### config.mk
export PLATFORM = sky130hd
export DESIGN_NAME = l2_message_responder
export DESIGN_NICKNAME = d
export VERILOG_FILES = /design/src/rtl/l2_message_responder.sv
export SDC_FILE = /design/constraint.sdc
export NUM_CORES = 1
export LEC_CHECK = 0
export ABC_AREA = 1
export CAP_MARGIN = 20
export CORE_UTILIZATION = 56
export CTS_CLUSTER_DIAMETER = 60
export DETAILED_ROUTE_END_ITERATION = 10
export PLACE_DENSITY = 0.81
export SKIP_LAST_GASP = 1
export SYNTH_ARGS = -nofsm -noshare
export SYNTH_HDL_FRONTEND = slang
export SYNTH_SLANG_ARGS = --single-unit
### constraint.sdc
create_clock -name clk -period 13.6 [get_ports clk]
set_input_delay 2.72 -clock clk [delete_from_list [all_inputs] [get_ports clk]]
set_output_delay 2.72 -clock clk [all_outputs]
set_load 0.05 [all_outputs]
### src/rtl/l2_message_responder.sv
// L2-side endpoint for the L1->L2 message bus: buffers messages in a FIFO,
// counts them per command and answers each one, delaying reads by a latency.
module l2_message_responder #(
  parameter int DEPTH        = 4,
  parameter int READ_LATENCY = 8
) (
  input  logic        clk,
  input  logic        rst,
  input  logic        msg_valid,
  input  logic [61:0] msg,
  output logic        msg_ready,
  output logic        resp_valid,
  output logic [1:0]  resp_cmd,
  output logic [59:0] resp_address,
  output logic        resp_owned,
  input  logic        resp_ready,
  output logic        busy,
  output logic [63:0] cnt_return,
  output logic [63:0] cnt_write,
  output logic [63:0] cnt_read,
  output logic [63:0] cnt_rfo
);

  localparam int AW = (DEPTH > 1) ? $clog2(DEPTH) : 1;
  localparam int CW = AW + 1;
  localparam int LW = $clog2(READ_LATENCY) + 1;

  localparam logic [CW-1:0] FULL_CNT = CW'(DEPTH);
  localparam logic [LW-1:0] LAT_INIT = LW'(READ_LATENCY - 1);

  typedef enum logic [1:0] {
    IDLE = 2'd0,
    WAIT = 2'd1,
    RESP = 2'd2
  } state_t;

  state_t state;
  state_t state_n;

  logic [61:0]   mem [DEPTH];
  logic [AW-1:0] wr_ptr;
  logic [AW-1:0] rd_ptr;
  logic [CW-1:0] count;

  logic [1:0]    cur_cmd;
  logic [59:0]   cur_addr;
  logic [LW-1:0] lat;

  logic          empty;
  logic          push;
  logic          pop;
  logic [61:0]   head;
  logic [1:0]    head_cmd;
  logic [59:0]   head_addr;
  logic [3:0]    cmd_hot;

  assign empty     = (count == '0);
  assign msg_ready = (count != FULL_CNT);
  assign push      = msg_valid && msg_ready;
  assign head      = mem[rd_ptr];
  assign head_cmd  = head[1:0];
  assign head_addr = head[61:2];
  assign cmd_hot   = 4'b0001 << head_cmd;

  // State register
  always_ff @(posedge clk or posedge rst) begin
    if (rst) begin
      state <= IDLE;
    end else begin
      state <= state_n;
    end
  end

  // Next-state logic
  always_comb begin
    state_n = state;
    unique case (state)
      IDLE: begin
        if (!empty) begin
          state_n = head_cmd[1] ? WAIT : RESP;
        end
      end
      WAIT: begin
        if (lat == '0) begin
          state_n = RESP;
        end
      end
      RESP: begin
        if (resp_ready) begin
          state_n = IDLE;
        end
      end
      default: state_n = IDLE;
    endcase
  end

  // Output logic
  always_comb begin
    pop        = 1'b0;
    resp_valid = 1'b0;
    unique case (state)
      IDLE:    pop = !empty;
      RESP:    resp_valid = 1'b1;
      default: begin end
    endcase
  end

  assign resp_cmd     = cur_cmd;
  assign resp_address = cur_addr;
  assign resp_owned   = resp_valid && (cur_cmd == 2'd3);
  assign busy         = !empty || (state != IDLE);

  // Storage array needs no reset; occupancy is tracked by count
  always_ff @(posedge clk) begin
    if (push) begin
      mem[wr_ptr] <= msg;
    end
  end

  always_ff @(posedge clk or posedge rst) begin
    if (rst) begin
      wr_ptr <= '0;
      rd_ptr <= '0;
      count  <= '0;
    end else begin
      if (push) begin
        wr_ptr <= wr_ptr + 1'b1;
      end
      if (pop) begin
        rd_ptr <= rd_ptr + 1'b1;
      end
      unique case ({push, pop})
        2'b10:   count <= count + 1'b1;
        2'b01:   count <= count - 1'b1;
        default: begin end
      endcase
    end
  end

  always_ff @(posedge clk or posedge rst) begin
    if (rst) begin
      cur_cmd  <= '0;
      cur_addr <= '0;
      lat      <= '0;
    end else begin
      if (pop) begin
        cur_cmd  <= head_cmd;
        cur_addr <= head_addr;
        lat      <= LAT_INIT;
      end else if (state == WAIT && lat != '0) begin
        lat <= lat - 1'b1;
      end
    end
  end

  always_ff @(posedge clk or posedge rst) begin
    if (rst) begin
      cnt_return <= '0;
      cnt_write  <= '0;
      cnt_read   <= '0;
      cnt_rfo    <= '0;
    end else if (pop) begin
      unique case (1'b1)
        cmd_hot[0]: cnt_return <= cnt_return + 64'd1;
        cmd_hot[1]: cnt_write  <= cnt_write + 64'd1;
        cmd_hot[2]: cnt_read   <= cnt_read + 64'd1;
        cmd_hot[3]: cnt_rfo    <= cnt_rfo + 64'd1;
        default:    begin end
      endcase
    end
  end

endmodule
==> out/summary.log, run 1 <==
[outcome] result of the run finished clean
[setup_path] largest fanout on the critical path 6
[pwr] switching component of the power 2230 uW
[sta] Final Critical Period 4.95 ns
[pwr] cell-internal power 3670 uW
[job] Maximum Capacitance Violations 0
[pwr] sequential group share of total power 38.4%
[die] Die Height 227 microns
[drt] via count 24900
[logic_synthesis] FF+latch count, synth 579
[setup_path] R2R Path Start state[0]$_DFFE_PP0P_
[logic_synthesis] Async SR Flop Fraction 57.2%
[logic_synthesis] total standard cell area after synthesis 28500 sq um
[pwr] P_leak 0.0133 uW
[global_route] wire length of the first global-routing pass 121 mm
[worst_hold_path] Min-Delay Startpoint lat[1]$_DFFE_PP0P_
[drt] router iterations before antenna repair 6
[finish] fraction of layout instances using a drive strength above 1 4.12%
[drt] drt total wl 77.9 mm
[placed_design] placed cell count 4491
[drt] DRT antenna net count 0
[clock_tree] total of cells resized after clock tree synthesis 0
[setup_path] reg2reg path depth 10
[finish] Filler Cell Count 3910
[setup_path] kind of launch point of the worst setup path flip-flop
[sta] count of final hold-check violations 0
[drt] first-iteration detailed-routing DRC count 2590
[clock_tree] count of hold-fix buffers inserted at cts 0
[global_route] aggregate global-route resource usage 30.0%
[drt] detail-routed net length per standard cell 16.9 microns
[clock_tree] number of CTS-inserted buffers 60
[finish] post-layout utilization of the core 69.8%
[sta] Highest Clock Rate 0.202 GHz
[sta] number of slew-limit violations in the final report 0
[sta] RSZ-0062 raised after global routing false
[clock_tree] buffer depth of the longest clock path 3
[sta] worst-case headroom to the max-slew limit 29.5%
[logic_synthesis] sequential fraction of the synthesis area 55.3%
[pwr] switching fraction of total power 37.8%
[pwr] IR Drop Worst-Case VDD 0.219 mV
[logic_synthesis] total number of yosys warnings 0
[global_route] final global-route overflow total 0
[pwr] power density over the cells 168 nW/um^2
[clock_tree] count of buffers added by post-CTS timing repair for setup 0
[sta] Fin Setup TNS 0 ns
[die] row count 82
[logic_synthesis] distinct cell type count of the synthesized netlist 30
[global_route] largest net degree at the start of global routing 127
[logic_synthesis] Post-Syn Area per Cell 8.09 sq um
[finish] post-layout net count 3960
[placed_design] Final Wtd Congestion 0.987
[setup_path] CP endpoint kind primary output
[logic_synthesis] nets in the synthesized netlist 3596
[placed_design] Post-DP HPWL 52.8 mm
[clock_tree] clock tree from TritonCTS built
[pwr] clock network fraction of design power 29.5%
[die] floorplan core area 50200 sq um
[die] effective utilization at floorplan 56.7%
[clock_tree] number of clock sinks seen by CTS 579
[clock_tree] CTS H-Tree Depth 2
[setup_path] critical path class flip-flop to primary output
[sta] part of the cycle the worst path needs 36.4%
[setup_path] slack of the worst reg-to-reg path 10.19 ns
[clock_tree] clk slew on worst S/H paths 0.06 ns
[global_route] antenna violations before repair 11
[sta] Clock Skew 0.0678 ns
[global_route] vias in the first global route 22900
[setup_path] data arrival time of the critical path 2.23 ns
[worst_hold_path] hold path endpoint lat[1]$_DFFE_PP0P_
[drt] via count normalized by instance count 5.41
[sta] transition time at the pin with the least slew margin 1.05 ns
[pwr] combinational group share of total power 32.1%
[setup_path] capture instance of the worst register-to-register path count[2]$_DFFE_PP0P_
[setup_path] endpoint required time on the critical path 10.88 ns
[finish] Layout Area Growth over Synthesis 23.0%
[logic_synthesis] Post-synth EDFFs 248
[drt] DRC 0
[die] die width 227 microns
[worst_hold_path] Hold Crit Class flip-flop to flip-flop
[clock_tree] Worst-Skew Late Latency 0.67 ns
[placed_design] number of buffer cells added on primary ports 387
[finish] count of non-filler cells in the finished layout 4610
[clock_tree] clock root cell sky130_fd_sc_hd__clkbuf_16
[die] die area 51700 sq um
[worst_hold_path] number of cells on the worst hold path 2
[die] I/O pin cnt 388
[sta] number of endpoints failing setup at the final stage 0
[logic_synthesis] predominant post-synthesis flop cell sky130_fd_sc_hd__dfrtp_1
[logic_synthesis] number of instances in the synthesized netlist 3519
[power by group through the flow]
stage | Sequential, uW | Clock (uW) | Combinational, uW
2_1_floorplan | 2650 | 0 | 963
4_1_cts | 2270 | 1760 | 1880
6_report | 2270 | 1740 | 1890
3_5_place_dp | 2290 | 0 | 1870
3_3_place_gp | 2290 | 0 | 1820
5_1_grt | 2290 | 1820 | 2060
[cells in the final DEF, fill, tap and decap left out, types with 18 or more instances in the layout]
| cell type | Yosys | layout |
|---|---|---|
| sky130_fd_sc_hd__dfrtp_1 | 331 | 329 |
| sky130_fd_sc_hd__inv_1 | 225 | 224 |
| sky130_fd_sc_hd__o21ai_0 | 222 | 222 |
| sky130_fd_sc_hd__nand3b_1 | 137 | 137 |
| sky130_fd_sc_hd__nand4_1 | 75 | 75 |
| sky130_fd_sc_hd__edfxtp_1 | 248 | 248 |
| sky130_fd_sc_hd__nand2_1 | 1155 | 1155 |
| sky130_fd_sc_hd__nand3_1 | 48 | 48 |
| sky130_fd_sc_hd__clkbuf_16 | 0 | 60 |
| sky130_fd_sc_hd__nor2_2 | 20 | 18 |
| sky130_fd_sc_hd__nor2_1 | 818 | 814 |
| sky130_fd_sc_hd__clkdlybuf4s50_1 | 0 | 387 |
| sky130_fd_sc_hd__a31oi_1 | 60 | 60 |
[metrics by stage]
stage / power [uW] / setup WS, ns / hold WS (ns) / cell area (sq um)
after CTS: 5900 / 8.60 / 0.503 / 34900
after global routing: 6180 / 8.56 / 0.530 / 35000
after detailed placement: 4170 / 8.09 / 0.489 / 32800
after floorplan: 3620 / 1.71 / 0.467 / 28500
final: 5900 / 8.65 / 0.500 / 35000
after global placement: 4110 / 8.11 / 0.481 / 32800
[critical path, stage by stage, from the launching register on]
cell                              delay [ns]
sky130_fd_sc_hd__dfrtp_1                0.42
sky130_fd_sc_hd__nor2_1                 0.19
sky130_fd_sc_hd__nand2_1                0.07
sky130_fd_sc_hd__nor2_1                 0.08
sky130_fd_sc_hd__clkdlybuf4s50_1        0.80
[how the worst max path moves through the flow]
stage	start	cells after the start	slack [ns]	endpoint
after floorplan	rst	1	1.71	cnt_read[0]$_DFFE_PP0P_
after global placement	rst	4	8.11	rd_ptr[0]$_DFFE_PP0P_
after detailed placement	rst	4	8.09	rd_ptr[0]$_DFFE_PP0P_
after CTS	state[0]$_DFFE_PP0P_	4	8.60	resp_owned
after global routing	state[0]$_DFFE_PP0P_	4	8.56	resp_owned
final	state[0]$_DFFE_PP0P_	4	8.65	resp_owned
[area by class of cell]
| class | count | area, sq um | area share, % |
|---|---|---|---|
| multi-input cells | 2605 | 11300 | 32.4 |
| clock buffers | 82 | 1690 | 4.84 |
| diodes | 4 | 10.0 | 0.0286 |
| well taps | 672 | 841 | 2.40 |
| inverters | 230 | 878 | 2.51 |
| clock inverters | 31 | 427 | 1.22 |
| repair buffers | 407 | 4080 | 11.7 |
| flip-flops and latches | 579 | 15700 | 44.9 |
[synthesized netlist by cell type (10+ instances only)]
master                        n  area (sq um)
sky130_fd_sc_hd__nor2_1     818          3070
sky130_fd_sc_hd__edfxtp_1   248          7450
sky130_fd_sc_hd__buf_2       31           155
sky130_fd_sc_hd__a21oi_1     11          55.1
sky130_fd_sc_hd__nand4_1     75           469
sky130_fd_sc_hd__nand3b_1   137          1030
sky130_fd_sc_hd__nand2_1   1155          4340
sky130_fd_sc_hd__a31oi_1     60           375
sky130_fd_sc_hd__inv_1      225           845
sky130_fd_sc_hd__buf_4       26           195
sky130_fd_sc_hd__clkbuf_1    38           143
sky130_fd_sc_hd__ha_1        10           125
sky130_fd_sc_hd__nor2_2      20           125
sky130_fd_sc_hd__xor2_1      11          96.3
sky130_fd_sc_hd__nand3_1     48           240
sky130_fd_sc_hd__o21ai_1     14          70.1
sky130_fd_sc_hd__o21ai_0    222          1110
sky130_fd_sc_hd__dfrtp_1    331          8280
[cell families (layout without fill, tap and decap cells)]
group | Yosys count | count (layout) | share of synthesized area (%)
AOI/OAI and AO/OA | 309 | 309 | 5.72
DFF | 579 | 579 | 55.3
adders and majority gates | 11 | 11 | 0.510
and+or+nand+nor | 2269 | 2269 | 33.0
xor gates and xnor gates | 16 | 16 | 0.492
other | 0 | 4 | 0
buffers and inverters | 335 | 750 | 5.03
[state kept, by name (all words and copies together), names as in the netlist]
name	count
cnt_read	64
cnt_return	64
cnt_rfo	64
cnt_write	64
count	3
lat	4
mem	248
rd_ptr	2
resp_address	60
resp_cmd	2
state	2
wr_ptr	2
[metal layers]
metal | global-route usage, % | part of all wire, % | vias up
met3 | 6.66 | 8.5 | 157
li1 | - | - | 12100
met5 | 0 | 0.10 | -
met2 | 48.1 | 47 | 955
met4 | 10.4 | 2.8 | 14
met1 | 40.3 | 41 | 11700
(Power assumes the default switching activity.)
==> run 2: changes to the inputs <==
==> constraint.sdc (replaced) <==
create_clock -name clk -period 4.98 [get_ports clk]
set_input_delay 0.996 -clock clk [delete_from_list [all_inputs] [get_ports clk]]
set_output_delay 0.996 -clock clk [all_outputs]
set_load 0.05 [all_outputs]
==> out/summary.log, run 2 (synthesis gave the netlist of run 1 again) <==
[outcome] result of the run finished clean
[sta] Highest Clock Rate 0.302 GHz
[sta] RSZ-0062 raised after global routing false
[pwr] IR Drop Worst-Case VDD 0.476 mV [+120%]
[global_route] wire length of the first global-routing pass 123 mm [+1.6%]
[drt] drt total wl 79.9 mm [+2.5%]
[setup_path] sum of buffers and inverters on the critical path 1 [unchanged]
[drt] via count 25100 [+0.80%]
[finish] Layout Area Growth over Synthesis 23.4%
[setup_path] category of cells accounting for the largest share of critical-path delay buffers and inverters
[sta] number of slew-limit violations in the final report 0 [unchanged]
[placed_design] number of buffer cells added on primary ports 387 [unchanged]
[finish] most frequent standard cell in the layout excluding fill and tap cells sky130_fd_sc_hd__nand2_1
[setup_path] slack of the worst reg-to-reg path 1.97 ns [-8.22 ns]
[clock_tree] total of cells resized after clock tree synthesis 0 [unchanged]
[setup_path] library cell contributing the largest single delay on the critical path sky130_fd_sc_hd__clkdlybuf4s50_1
[sta] final setup margin 1.67 ns [-6.98 ns]
[placed_design] post-place setup slack 1.81 ns [-6.27 ns]
[sta] Final Critical Period 3.31 ns
[finish] post-layout utilization of the core 70.0% [+0.22 points]
[clock_tree] buffer depth of the longest clock path 3 [unchanged]
[die] Die Height 227 microns [unchanged]
[setup_path] CP endpoint kind primary output
[drt] router iterations before antenna repair 6 [unchanged]
[setup_path] reg2reg path depth 9 [-1]
[finish] register containing the most flip-flops in the final layout mem
[die] die area 51700 sq um [unchanged]
[sta] count of final hold-check violations 0 [unchanged]
[drt] detail-routed net length per standard cell 17.3 microns [+2.5%]
[setup_path] cells traversed along the worst timing path nor2_1, nand2_1, nor2_1, clkdlybuf4s50_1
[drt] via count normalized by instance count 5.45 [+0.78%]
[die] row count 82 [unchanged]
[sta] worst-case headroom to the max-slew limit 28.2% [-1.3 points]
[die] floorplan core area 50200 sq um [unchanged]
[setup_path] most repeated library cell on the critical path sky130_fd_sc_hd__nor2_1
[die] die width 227 microns [unchanged]
[sta] number of endpoints failing setup at the final stage 0 [unchanged]
[clock_tree] clock tree from TritonCTS built
[pwr] P_leak 0.0133 uW [+0.22%]
[finish] most frequent cells in the layout 1155 x sky130_fd_sc_hd__nand2_1, 814 x sky130_fd_sc_hd__nor2_1, 387 x sky130_fd_sc_hd__clkdlybuf4s50_1
[setup_path] largest fanout on the critical path 6 [unchanged]
[setup_path] kind of launch point of the worst setup path flip-flop
[global_route] largest net degree at the start of global routing 122 [-3.9%]
[finish] post-layout net count 3964 [+0.10%]
[finish] flip-flop count of the largest register, all copies and words added 248 [unchanged]
[pwr] sum of internal, switching and leakage power 16300 uW [+180%]
[placed_design] Post-DP HPWL 54.4 mm [+3.1%]
[worst_hold_path] number of cells on the worst hold path 1 [-1]
[clock_tree] clk slew on worst S/H paths 0.07 ns [about the same]
[sta] part of the cycle the worst path needs 66.5%
[pwr] power density over the cells 463 nW/um^2 [+180%]
[clock_tree] clock root cell sky130_fd_sc_hd__clkbuf_16
[die] I/O pin cnt 388 [unchanged]
[placed_design] Final Wtd Congestion 0.977 [-1.0%]
[setup_path] R2R Path Start state[0]$_DFFE_PP0P_
[clock_tree] CTS H-Tree Depth 2 [unchanged]
[clock_tree] number of CTS-inserted buffers 59 [-1.7%]
[drt] DRC 0 [unchanged]
[clock_tree] count of hold-fix buffers inserted at cts 0 [unchanged]
[finish] fraction of layout instances using a drive strength above 1 4.22% [+0.10 points]
[worst_hold_path] Hold Crit Class flip-flop to flip-flop
[global_route] antenna violations before repair 8 [-3]
[global_route] aggregate global-route resource usage 30.4% [+0.36 points]
[worst_hold_path] hold path endpoint count[0]$_DFFE_PP0P_
[global_route] final global-route overflow total 0 [unchanged]
[global_route] vias in the first global route 23200 [+1.4%]
[setup_path] data arrival time of the critical path 2.31 ns [+0.08 ns]
[die] effective utilization at floorplan 56.7% [unchanged]
[drt] DRT antenna net count 0 [unchanged]
[clock_tree] count of buffers added by post-CTS timing repair for setup 0 [unchanged]
[setup_path] critical path class flip-flop to primary output
[job] Maximum Capacitance Violations 0 [unchanged]
[clock_tree] number of clock sinks seen by CTS 579 [unchanged]
[clock_tree] Worst-Skew Late Latency 0.67 ns [about the same]
[drt] first-iteration detailed-routing DRC count 2302 [-11%]
[sta] transition time at the pin with the least slew margin 1.07 ns [+0.0200 ns]
[worst_hold_path] Min-Delay Startpoint count[0]$_DFFE_PP0P_
[setup_path] endpoint required time on the critical path 3.98 ns [-6.90 ns]
[setup_path] capture instance of the worst register-to-register path cnt_write[48]$_DFFE_PP0P_
[sta] Clock Skew 0.0490 ns [-0.0189 ns]
[setup_path] largest incremental delay on the critical path 0.81 ns [about the same]
==> run 2: cell count changes in the layout (fill, tap and decap cells not counted), sizes merged <==
cell,delta
buf,+5
clkbuf,-15
clkinv,+7
clkinvlp,+5
inv,-5
bufinv,+4
==> run 2: how the worst max path moves through the flow <==
stage | start | end | slack (ns) | depth (start not counted)
2_1_floorplan | rst | cnt_read[0]$_DFFE_PP0P_ | -0.44 | 1
3_3_place_gp | msg_valid | mem[1][7]$_DFFE_PP_ | 1.81 | 4
3_5_place_dp | msg_valid | mem[1][7]$_DFFE_PP_ | 1.81 | 4
4_1_cts | state[0]$_DFFE_PP0P_ | resp_owned | 1.64 | 4
5_1_grt | state[0]$_DFFE_PP0P_ | resp_owned | 1.59 | 4
6_report | state[0]$_DFFE_PP0P_ | resp_owned | 1.67 | 4
==> run 2: area by class of cell <==
class                      count  area, sq um
clock buffer                  67         1560
antenna                        4         10.0
fill                        3892        15000
clock inverter                42          573
multi-input combinational   2605        11300
tap                          672          841
timing repair buffer         412         4190
sequential                   579        15700
inverter                     230          875
==> run 2: power breakdown <==
group	internal (uW)	switching [uW]	total, uW
clock	2830	1980	4810
combinational	1460	3720	5180
sequential	5820	467	6280
==> run 2: layer usage <==
| metal | wire [microns] | part of all wire [%] | vias up | GRT usage [%] |
|---|---|---|---|---|
| met5 | 51 | 0.064 | - | 0 |
| met3 | 6320 | 7.9 | 160 | 5.23 |
| li1 | - | - | 12100 | - |
| met4 | 2280 | 2.9 | 8 | 10.8 |
| met1 | 33600 | 42 | 11800 | 41.7 |
| met2 | 37600 | 47 | 1033 | 48.7 |
==> run 2: through the flow <==
step                      setup TNS, ns  cells  hold WS (ns)  area, sq um
after floorplan                 -144.53   3519         0.467        28500
after global placement                0   4495         0.479        32900
final                                 0   4611         0.504        35100
after detailed placement              0   4495         0.490        32900
after CTS                             0   4604         0.505        35000
after global routing                  0   4608         0.540        35100
==> run 3: changes to the inputs <==
==> constraint.sdc (replaced) <==
create_clock -name clk -period 3.1 [get_ports clk]
set_input_delay 0.62 -clock clk [delete_from_list [all_inputs] [get_ports clk]]
set_output_delay 0.62 -clock clk [all_outputs]
set_load 0.05 [all_outputs]
==> out/summary.log, run 3 (synthesis gave the netlist of run 1 again) <==
[clock_tree] number of CTS-inserted buffers 60 [+1.7%]
[setup_path] kind of launch point of the worst setup path flip-flop
[clock_tree] count of buffers added by post-CTS timing repair for setup 0 [unchanged]
[setup_path] slack of the worst reg-to-reg path 0.67 ns [-1.30 ns]
[setup_path] capture instance of the worst register-to-register path resp_address[37]$_DFFE_PP0P_
[finish] most frequent cells in the layout 1155 x sky130_fd_sc_hd__nand2_1, 814 x sky130_fd_sc_hd__nor2_1, 387 x sky130_fd_sc_hd__clkdlybuf4s50_1
[finish] flip-flop count of the largest register, all copies and words added 248 [unchanged]
[job] Maximum Capacitance Violations 0 [unchanged]
[drt] router iterations before antenna repair 6 [unchanged]
[drt] via count normalized by instance count 5.46 [+0.30%]
[global_route] antenna violations before repair 5 [-3]
[clock_tree] Worst-Skew Late Latency 0.68 ns [about the same]
[die] die width 227 microns [unchanged]
[pwr] P_leak 0.0133 uW [+0.36%]
[die] floorplan core area 50200 sq um [unchanged]
[pwr] clock network fraction of design power 29.8% [+0.2 points]
[global_route] largest net degree at the start of global routing 123 [+0.82%]
[pwr] power density over the cells 746 nW/um^2 [+61%]
[finish] Layout Area Growth over Synthesis 23.9%
[finish] register containing the most flip-flops in the final layout mem
[setup_path] Critical Path Start state[0]$_DFFE_PP0P_
[pwr] sequential group share of total power 38.1% [-0.5 points]
[sta] Final Critical Period 2.96 ns
[pwr] cell-internal power 16400 uW [+62%]
[pwr] combinational group share of total power 32.0% [+0.2 points]
[die] Die Height 227 microns [unchanged]
[sta] Fin Setup TNS 0 ns [unchanged]
[placed_design] post-place setup slack 0.717 ns [-1.10 ns]
[global_route] aggregate global-route resource usage 30.7% [+0.35 points]
[clock_tree] total of cells resized after clock tree synthesis 0 [unchanged]
[global_route] vias in the first global route 23300 [+0.22%]
[sta] Highest Clock Rate 0.338 GHz
[finish] fraction of layout instances using a drive strength above 1 4.29% [+0.070 points]
[pwr] sum of internal, switching and leakage power 26300 uW [+62%]
[drt] DRC 0 [unchanged]
[drt] drt total wl 79.7 mm [-0.21%]
[die] die area 51700 sq um [unchanged]
[drt] via count 25200 [+0.41%]
[drt] DRT antenna net count 0 [unchanged]
[clock_tree] clock root cell sky130_fd_sc_hd__clkbuf_16
[drt] first-iteration detailed-routing DRC count 2294 [-0.35%]
[pwr] switching fraction of total power 37.7% [-0.19 points]
[global_route] wire length of the first global-routing pass 124 mm [+0.99%]
[global_route] final global-route overflow total 0 [unchanged]
[worst_hold_path] Hold Crit Class input pin to async pin
[setup_path] critical path class flip-flop to primary output
[clock_tree] count of hold-fix buffers inserted at cts 0 [unchanged]
[pwr] switching component of the power 9920 uW [+61%]
[setup_path] largest fanout on the critical path 6 [unchanged]
[die] I/O pin cnt 388 [unchanged]
[sta] RSZ-0062 raised after global routing false
[pwr] IR Drop Worst-Case VDD 0.924 mV [+94%]
[clock_tree] buffer depth of the longest clock path 3 [unchanged]
[clock_tree] CTS H-Tree Depth 2 [unchanged]
[sta] number of slew-limit violations in the final report 0 [unchanged]
[sta] transition time at the pin with the least slew margin 0.838 ns [-0.236 ns]
[finish] most frequent standard cell in the layout excluding fill and tap cells sky130_fd_sc_hd__nand2_1
[sta] part of the cycle the worst path needs 95.3%
[setup_path] endpoint required time on the critical path 2.48 ns [-1.50 ns]
[die] effective utilization at floorplan 56.7% [unchanged]
[outcome] result of the run finished clean
[placed_design] Post-DP HPWL 55.2 mm [+1.5%]
[sta] final setup margin 0.145 ns [-1.53 ns]
[setup_path] data arrival time of the critical path 2.34 ns [+0.03 ns]
[sta] Clock Skew 0.0713 ns [+0.0223 ns]
[die] row count 82 [unchanged]
[setup_path] R2R Path Start rd_ptr[0]$_DFFE_PP0P_
[finish] final standard cell area without fillers 35300 sq um [+0.39%]
[placed_design] cell area reported after detailed placement 33100 sq um [+0.48%]
[setup_path] CP endpoint kind primary output
[finish] post-layout net count 3968 [+0.10%]
[sta] number of endpoints failing setup at the final stage 0 [unchanged]
[setup_path] capturing element of the worst setup path resp_owned
[placed_design] number of buffer cells added on primary ports 387 [unchanged]
[sta] worst-case headroom to the max-slew limit 44.1% [+16 points]
[clock_tree] clock tree from TritonCTS built
[sta] count of final hold-check violations 0 [unchanged]
[clock_tree] clk slew on worst S/H paths 0.06 ns [about the same]
[setup_path] reg2reg path depth 6 [-3]
[placed_design] Final Wtd Congestion 0.970 [-0.72%]
[clock_tree] number of clock sinks seen by CTS 579 [unchanged]
[drt] detail-routed net length per standard cell 17.3 microns [-0.31%]
run 3: cell types whose count changed in the layout (fill, tap and decap cells not counted), sizes merged, moves of 2 or more:
cell      delta
clkbuf      +15
clkinvlp     -2
buf          +3
clkinv      -10
run 3: power groups by stage:
stage	clock network, uW	registers (uW)	logic [uW]
after global routing	8260	10100	9110
after CTS	7950	10000	8420
after floorplan	0	11600	4260
final	7850	10000	8430
after global placement	0	10100	8120
after detailed placement	0	10100	8370
run 3: worst min path at each step:
stage                                from                           end  cells after the start
6_report                              rst      cnt_read[50]$_DFFE_PP0P_                      2
2_1_floorplan          lat[1]$_DFFE_PP0P_            lat[1]$_DFFE_PP0P_                      2
3_5_place_dp   cnt_return[63]$_DFFE_PP0P_    cnt_return[63]$_DFFE_PP0P_                      2
4_1_cts                               rst      cnt_read[50]$_DFFE_PP0P_                      2
5_1_grt                               rst  resp_address[53]$_DFFE_PP0P_                      2
3_3_place_gp   cnt_return[63]$_DFFE_PP0P_    cnt_return[63]$_DFFE_PP0P_                      2
run 3: per-layer routing:
| layer | vias up | track usage (%) | routed length (microns) |
|---|---|---|---|
| li1 | 12100 | - | - |
| met1 | 11900 | 42.8 | 33300 |
| met2 | 1011 | 48.7 | 37700 |
| met3 | 153 | 5.10 | 6240 |
| met4 | 6 | 10.8 | 2390 |
| met5 | - | 0 | 46 |
run 3: layout make-up:
class	instances	area [sq um]
sequential	579	15700
fill	3911	14900
multi-input combinational	2605	11300
timing repair buffer	415	4270
clock buffer	82	1680
inverter	230	875
tap	672	841
clock inverter	30	503
antenna	3	7.51
run 3: worst max-delay path: stages (launching register included):
cell                              delay [ns]
sky130_fd_sc_hd__dfrtp_1                0.43
sky130_fd_sc_hd__nor2_1                 0.24
sky130_fd_sc_hd__nand2_1                0.08
sky130_fd_sc_hd__nor2_1                 0.10
sky130_fd_sc_hd__clkdlybuf4s50_1        0.80
run 3: through the flow:
stage / hold WS [ns] / instances / util (%)
6_report: 0.385 / 4616 / 70.3
5_1_grt: 0.383 / 4614 / 70.3
4_1_cts: 0.367 / 4613 / 70.3
3_5_place_dp: 0.487 / 4501 / 65.9
3_3_place_gp: 0.477 / 4501 / 65.9
2_1_floorplan: 0.467 / 3519 / -
